File: src/rtl/stopwatch_up_mmss.sv
// MM:SS packed-BCD up-counting stopwatch with start/stop/clear FSM and programmable stop limit.
// Optional lap capture port pair enabled by defining STOPWATCH_LAP_EN.
module stopwatch_up_mmss #(
  parameter int unsigned ONES_MAX = 9,
  parameter int unsigned TENS_MAX = 5
) (
  input  logic        clk,
  input  logic        clearn,
  input  logic        en,
  input  logic        start,
  input  logic        stop,
  input  logic        clr,
  input  logic [15:0] limit,
`ifdef STOPWATCH_LAP_EN
  input  logic        lap,
  output logic [15:0] lap_time,
`endif
  output logic [15:0] count,
  output logic        running,
  output logic        done,
  output logic        tc
);

  localparam int unsigned DW = 4;
  localparam int unsigned CW = 4 * DW;

  typedef enum logic [1:0] {IDLE, RUN, PAUSE, DONE} state_t;

  state_t        state_q, state_d;
  logic [CW-1:0] count_d;
  logic          tc_d;
  logic [CW-1:0] inc_val;
  logic          wrap;

  // One BCD digit stage: returns {carry_out, next_digit}
  function automatic logic [DW:0] digit_step(input logic [DW-1:0] d, input logic cin,
                                             input logic [DW-1:0] dmax);
    if (!cin)
      return {1'b0, d};
    if (d == dmax)
      return {1'b1, DW'(0)};
    return {1'b0, d + DW'(1)};
  endfunction

  // Cascaded mod-(ONES_MAX+1)/mod-(TENS_MAX+1) increment of the current count
  always_comb begin
    logic [DW:0] s0, s1, s2, s3;
    s0      = digit_step(count[3:0],   1'b1,  DW'(ONES_MAX));
    s1      = digit_step(count[7:4],   s0[DW], DW'(TENS_MAX));
    s2      = digit_step(count[11:8],  s1[DW], DW'(ONES_MAX));
    s3      = digit_step(count[15:12], s2[DW], DW'(TENS_MAX));
    inc_val = {s3[DW-1:0], s2[DW-1:0], s1[DW-1:0], s0[DW-1:0]};
    wrap    = s3[DW];
  end

`ifdef STOPWATCH_LAP_EN
  logic [CW-1:0] lap_d;
`endif

  // Next-state, next-count and pulse logic; clr outranks every other request
  always_comb begin
    state_d = state_q;
    count_d = count;
    tc_d    = 1'b0;
`ifdef STOPWATCH_LAP_EN
    lap_d   = lap_time;
    if (lap && state_q == RUN)
      lap_d = count;
`endif
    if (clr) begin
      state_d = IDLE;
      count_d = '0;
`ifdef STOPWATCH_LAP_EN
      lap_d   = '0;
`endif
    end else begin
      case (state_q)
        IDLE, PAUSE: begin
          if (!stop && start)
            state_d = RUN;
        end
        RUN: begin
          if (stop) begin
            state_d = PAUSE;
          end else if (en) begin
            count_d = inc_val;
            if (limit != '0 && inc_val == limit) begin
              state_d = DONE;
              tc_d    = 1'b1;
            end else if (wrap) begin
              tc_d = 1'b1;
            end
          end
        end
        DONE: ;
        default: state_d = IDLE;
      endcase
    end
  end

  // State, count and registered status decodes
  always_ff @(posedge clk or negedge clearn) begin
    if (!clearn) begin
      state_q  <= IDLE;
      count    <= '0;
      running  <= 1'b0;
      done     <= 1'b0;
      tc       <= 1'b0;
`ifdef STOPWATCH_LAP_EN
      lap_time <= '0;
`endif
    end else begin
      state_q  <= state_d;
      count    <= count_d;
      running  <= (state_d == RUN);
      done     <= (state_d == DONE);
      tc       <= tc_d;
`ifdef STOPWATCH_LAP_EN
      lap_time <= lap_d;
`endif
    end
  end

endmodule

File: config.mk
export PLATFORM = sky130hd
export DESIGN_NAME = stopwatch_up_mmss
export DESIGN_NICKNAME = d
export VERILOG_FILES = /design/src/rtl/stopwatch_up_mmss.sv
export SDC_FILE = /design/constraint.sdc
export NUM_CORES = 1
export LEC_CHECK = 0
export BUFFER_PORTS_ARGS = -buffer_cell sky130_fd_sc_hd__buf_2
export CAP_MARGIN = 40
export CORE_MARGIN = 2
export CORE_UTILIZATION = 56
export DETAILED_ROUTE_END_ITERATION = 7
export PLACE_DENSITY_LB_ADDON = 0.12
export SLEW_MARGIN = 20
export SYNTH_ARGS = -nofsm -noshare
export SYNTH_HDL_FRONTEND = slang
export SYNTH_SLANG_ARGS = --single-unit
File: constraint.sdc
create_clock -name clk -period 5.5 [get_ports clk]
set_clock_uncertainty 0.15 [all_clocks]
set_input_delay 0.275 -clock clk [delete_from_list [all_inputs] [get_ports clk]]
set_output_delay 0.275 -clock clk [all_outputs]
set_load 0.02 [all_outputs]
==> impl_results.md <==
* Final setup viols at 0
* MaxCap Viol Count at 0
* Postcts setup bufs at 0
* Antenna Nets Post-Route at 0
* Crit path launch type: register
* Hold path cells at 3
* Num CTS Buffers at 3
* Crit end category: register
* Wirelength per Cell at 14.2 um
* Initial DRC count at approximately 120
* Crit share post-route at 0.536
* Synth Instances at between 200 and 250
* CTS sink cnt at 21
* Worst-path clk slew at 0.12 ns
* Input/output buffers at 40
* Core Area at just over 3000 um^2
* Async SR Flop Fraction at 1.00
* FP Rows at 20
* Hold path start: start
* Worst R2R End: tc
* R2R Path Start: count[4]
* Initial antenna violation count at 0
* Syn-to-layout area delta at 13.9%
* Cell taking the most area after synthesis: dfrtp_1
* Vias in the first global route at 1513
* Post-synth design cell area at around 1800 um^2
* Nets at about 280
* Post-route setup slack at 2.55 ns
* Area of the multi-input gates at 1190 um^2
* CP required at around 5.6 ns
* Clk Tree Root Cell: clkbuf_4
* Status: finished clean
* Syn_nets at between 200 and 250
* Maximum clock rate at around 340 MHz
* Yosys cell types at between 50 and 60
* Power per cell area at 133 nW/um^2
* Worst Hold End: running
* Syn Area/Cell at 8.24 um^2
* Worst-path fanout max at 13
* Total global-route track usage at 0.253
* Worst hold path type: in2reg
* FILL cells at 297
* Synth warn at 0
* Slew HR at 0.615
* HPWL Detailed at 3190 um
* Actual slew at the worst max-slew pin at 0.575 ns
* Post-synthesis sequential area ratio at 0.293
* Die Height at approximately 61 um
* CTS H-tree depth at 1
* Share of layout cells above drive strength 1 at 0.205
* Register area at about 530 um^2
* Top cell type's share of synthesized area at 0.293
* Top cells by area, synth: dfrtp_1 29%, nor2_1 5.9%, mux2i_1 5.6%, o21ai_0 4.7%, ha_1 4.2%
* Die X at 60.6 um
* WP data arrival at about 3.0 ns
* RSZ-0062 raised after global routing: no
* Register bit count reported by yosys at 21
* Max VDD drop at around 0.00011 V
* Setup TNS at 0 ns
* Number of enable flip-flop cells after synthesis at 0
* Slew Limit Fails at 0
* Total wire length at 4240 um
* Latest clock arrival within the worst-skew pair at between 0.3 and 0.4 ns
* Tot Pwr at roughly 0.27 mW
* Flop-to-flop setup slack at 2.55 ns
* Main synth FF type: dfrtp_1
* Worst Path Class, Setup: reg2reg
* # DRC at 0
* CTS max path bufs at 2
* Minimum clock period after layout at roughly 3.0 ns
* Final Hold Viols at 0
* First-pass GRT wire length at between 7000 and 8000 um
* GPL Wtd Cong at just under 0.9
* Num ports at 41
* Pre-CTS setup slack at 2.61 ns
* GRT Residual Overflow at 0
* LEAKAGE at around 0.9 nW
* R2R depth at 8
* CTS tree: built
* Largest net degree at the start of global routing at 22
* Vias/cell at about 6
* Starting Density at 0.588
* Die Area at between 3000 and 4000 um^2
* N_diodes at 0
* Via Count at 1807
* Crit path from: count[4]
* DR pass1 iterations at 4
per-stage QoR:
step	cells	hold slack [ns]	utilization	instance area (um^2)
floorplan	218	-0.171	-	1800
global placement	292	0.110	0.655	2000
detailed placement	292	0.113	0.655	2000
CTS	298	0.0720	0.670	2050
global route	298	0.0842	0.670	2050
finish	298	0.0775	0.670	2050
final cells by class:
cell class / instances / area share
Clock buffer: 4 / 0.0128
Inverter: 7 / 0.0128
Multi-Input combinational cell: 180 / 0.583
Sequential cell: 21 / 0.257
Tap cell: 44 / 0.0269
Timing Repair Buffer: 42 / 0.108
power breakdown:
group	total [mW]	internal (mW)	switching, mW
Sequential	0.157	0.156	0.00155
Clock	0.0761	0.0283	0.0478
Combinational	0.0380	0.0157	0.0223
cell families (layout without fill, tap and decap cells):
family          Yosys count  in the layout  share of synthesized area
compound gates           55             55                      0.205
fa+ha+maj                 6              6                     0.0418
buf+inv                  17             53                     0.0432
flops                    21             21                      0.293
mux                      10             10                     0.0558
simple gates             96             96                      0.298
xor+xnor                 13             13                     0.0634
critical path, stage by stage, from the launching register on:
cell      delay [ns]
dfrtp_1         0.54
ha_1            0.29
and3b_1         0.47
a21boi_0        0.18
or3_1           0.32
a211oi_1        0.32
and4_4          0.30
nand3_1         0.09
a211oi_2        0.19
cell usage in the layout (no fill, tap or decap), types with 2 or more instances in the layout:
master,Yosys,final
ha_1,6,6
mux2i_1,10,10
a21o_1,2,2
dlygate4sd3_1,0,2
nor2_1,28,28
a211oi_1,3,3
a31oi_1,2,2
xnor2_1,6,6
nand4b_1,2,2
buf_2,5,40
nand3_1,8,8
a211oi_2,2,2
a311o_1,2,2
a21oi_1,14,14
o21ai_0,17,17
nand4_1,3,3
and3b_1,4,4
nor3_1,9,9
o2111a_1,2,2
nor3b_1,2,2
nor4_1,6,6
clkbuf_4,0,3
nand2_1,12,12
xor2_1,7,7
nor2b_1,6,6
dfrtp_1,21,21
inv_1,7,7
o2111ai_1,2,2
and3_1,3,3
what timing repair did:
| action | in CTS | in global routing |
|---|---|---|
| hold buffers | 2 | 0 |
| hold endpoints to repair | 22 | 0 |
| gates resized for setup | 0 | 0 |
per-layer routing:
metal | up-vias | routed length [um] | global-route usage
met3 | 4 | 290 | 0.0299
met5 | - | 0 | 0
met1 | 856 | 2060 | 0.395
li1 | 881 | - | -
met4 | 0 | 53 | 0.0839
met2 | 66 | 1830 | 0.361
cells in the mapped netlist, types with 4 or more instances:
cell,instances
nor2_1,28
dfrtp_1,21
o21ai_0,17
a21oi_1,14
nand2_1,12
mux2i_1,10
nor3_1,9
nand3_1,8
inv_1,7
xor2_1,7
ha_1,6
nor2b_1,6
nor4_1,6
xnor2_1,6
buf_2,5
and3b_1,4
state kept, by name, summed over array words and instances, names as in the netlist:
signal / cells
count: 16
done: 1
running: 1
state_q: 2
tc: 1
worst max path at each step:
stage	end	slack (ns)	cells past startpoint
2_1_floorplan	running	2.89	9
3_3_place_gp	running	2.66	8
3_5_place_dp	running	2.61	8
4_1_cts	running	2.59	8
5_1_grt	running	2.36	8
6_report	tc	2.55	8
No activity file was read; power rests on OpenSTA's default activity.
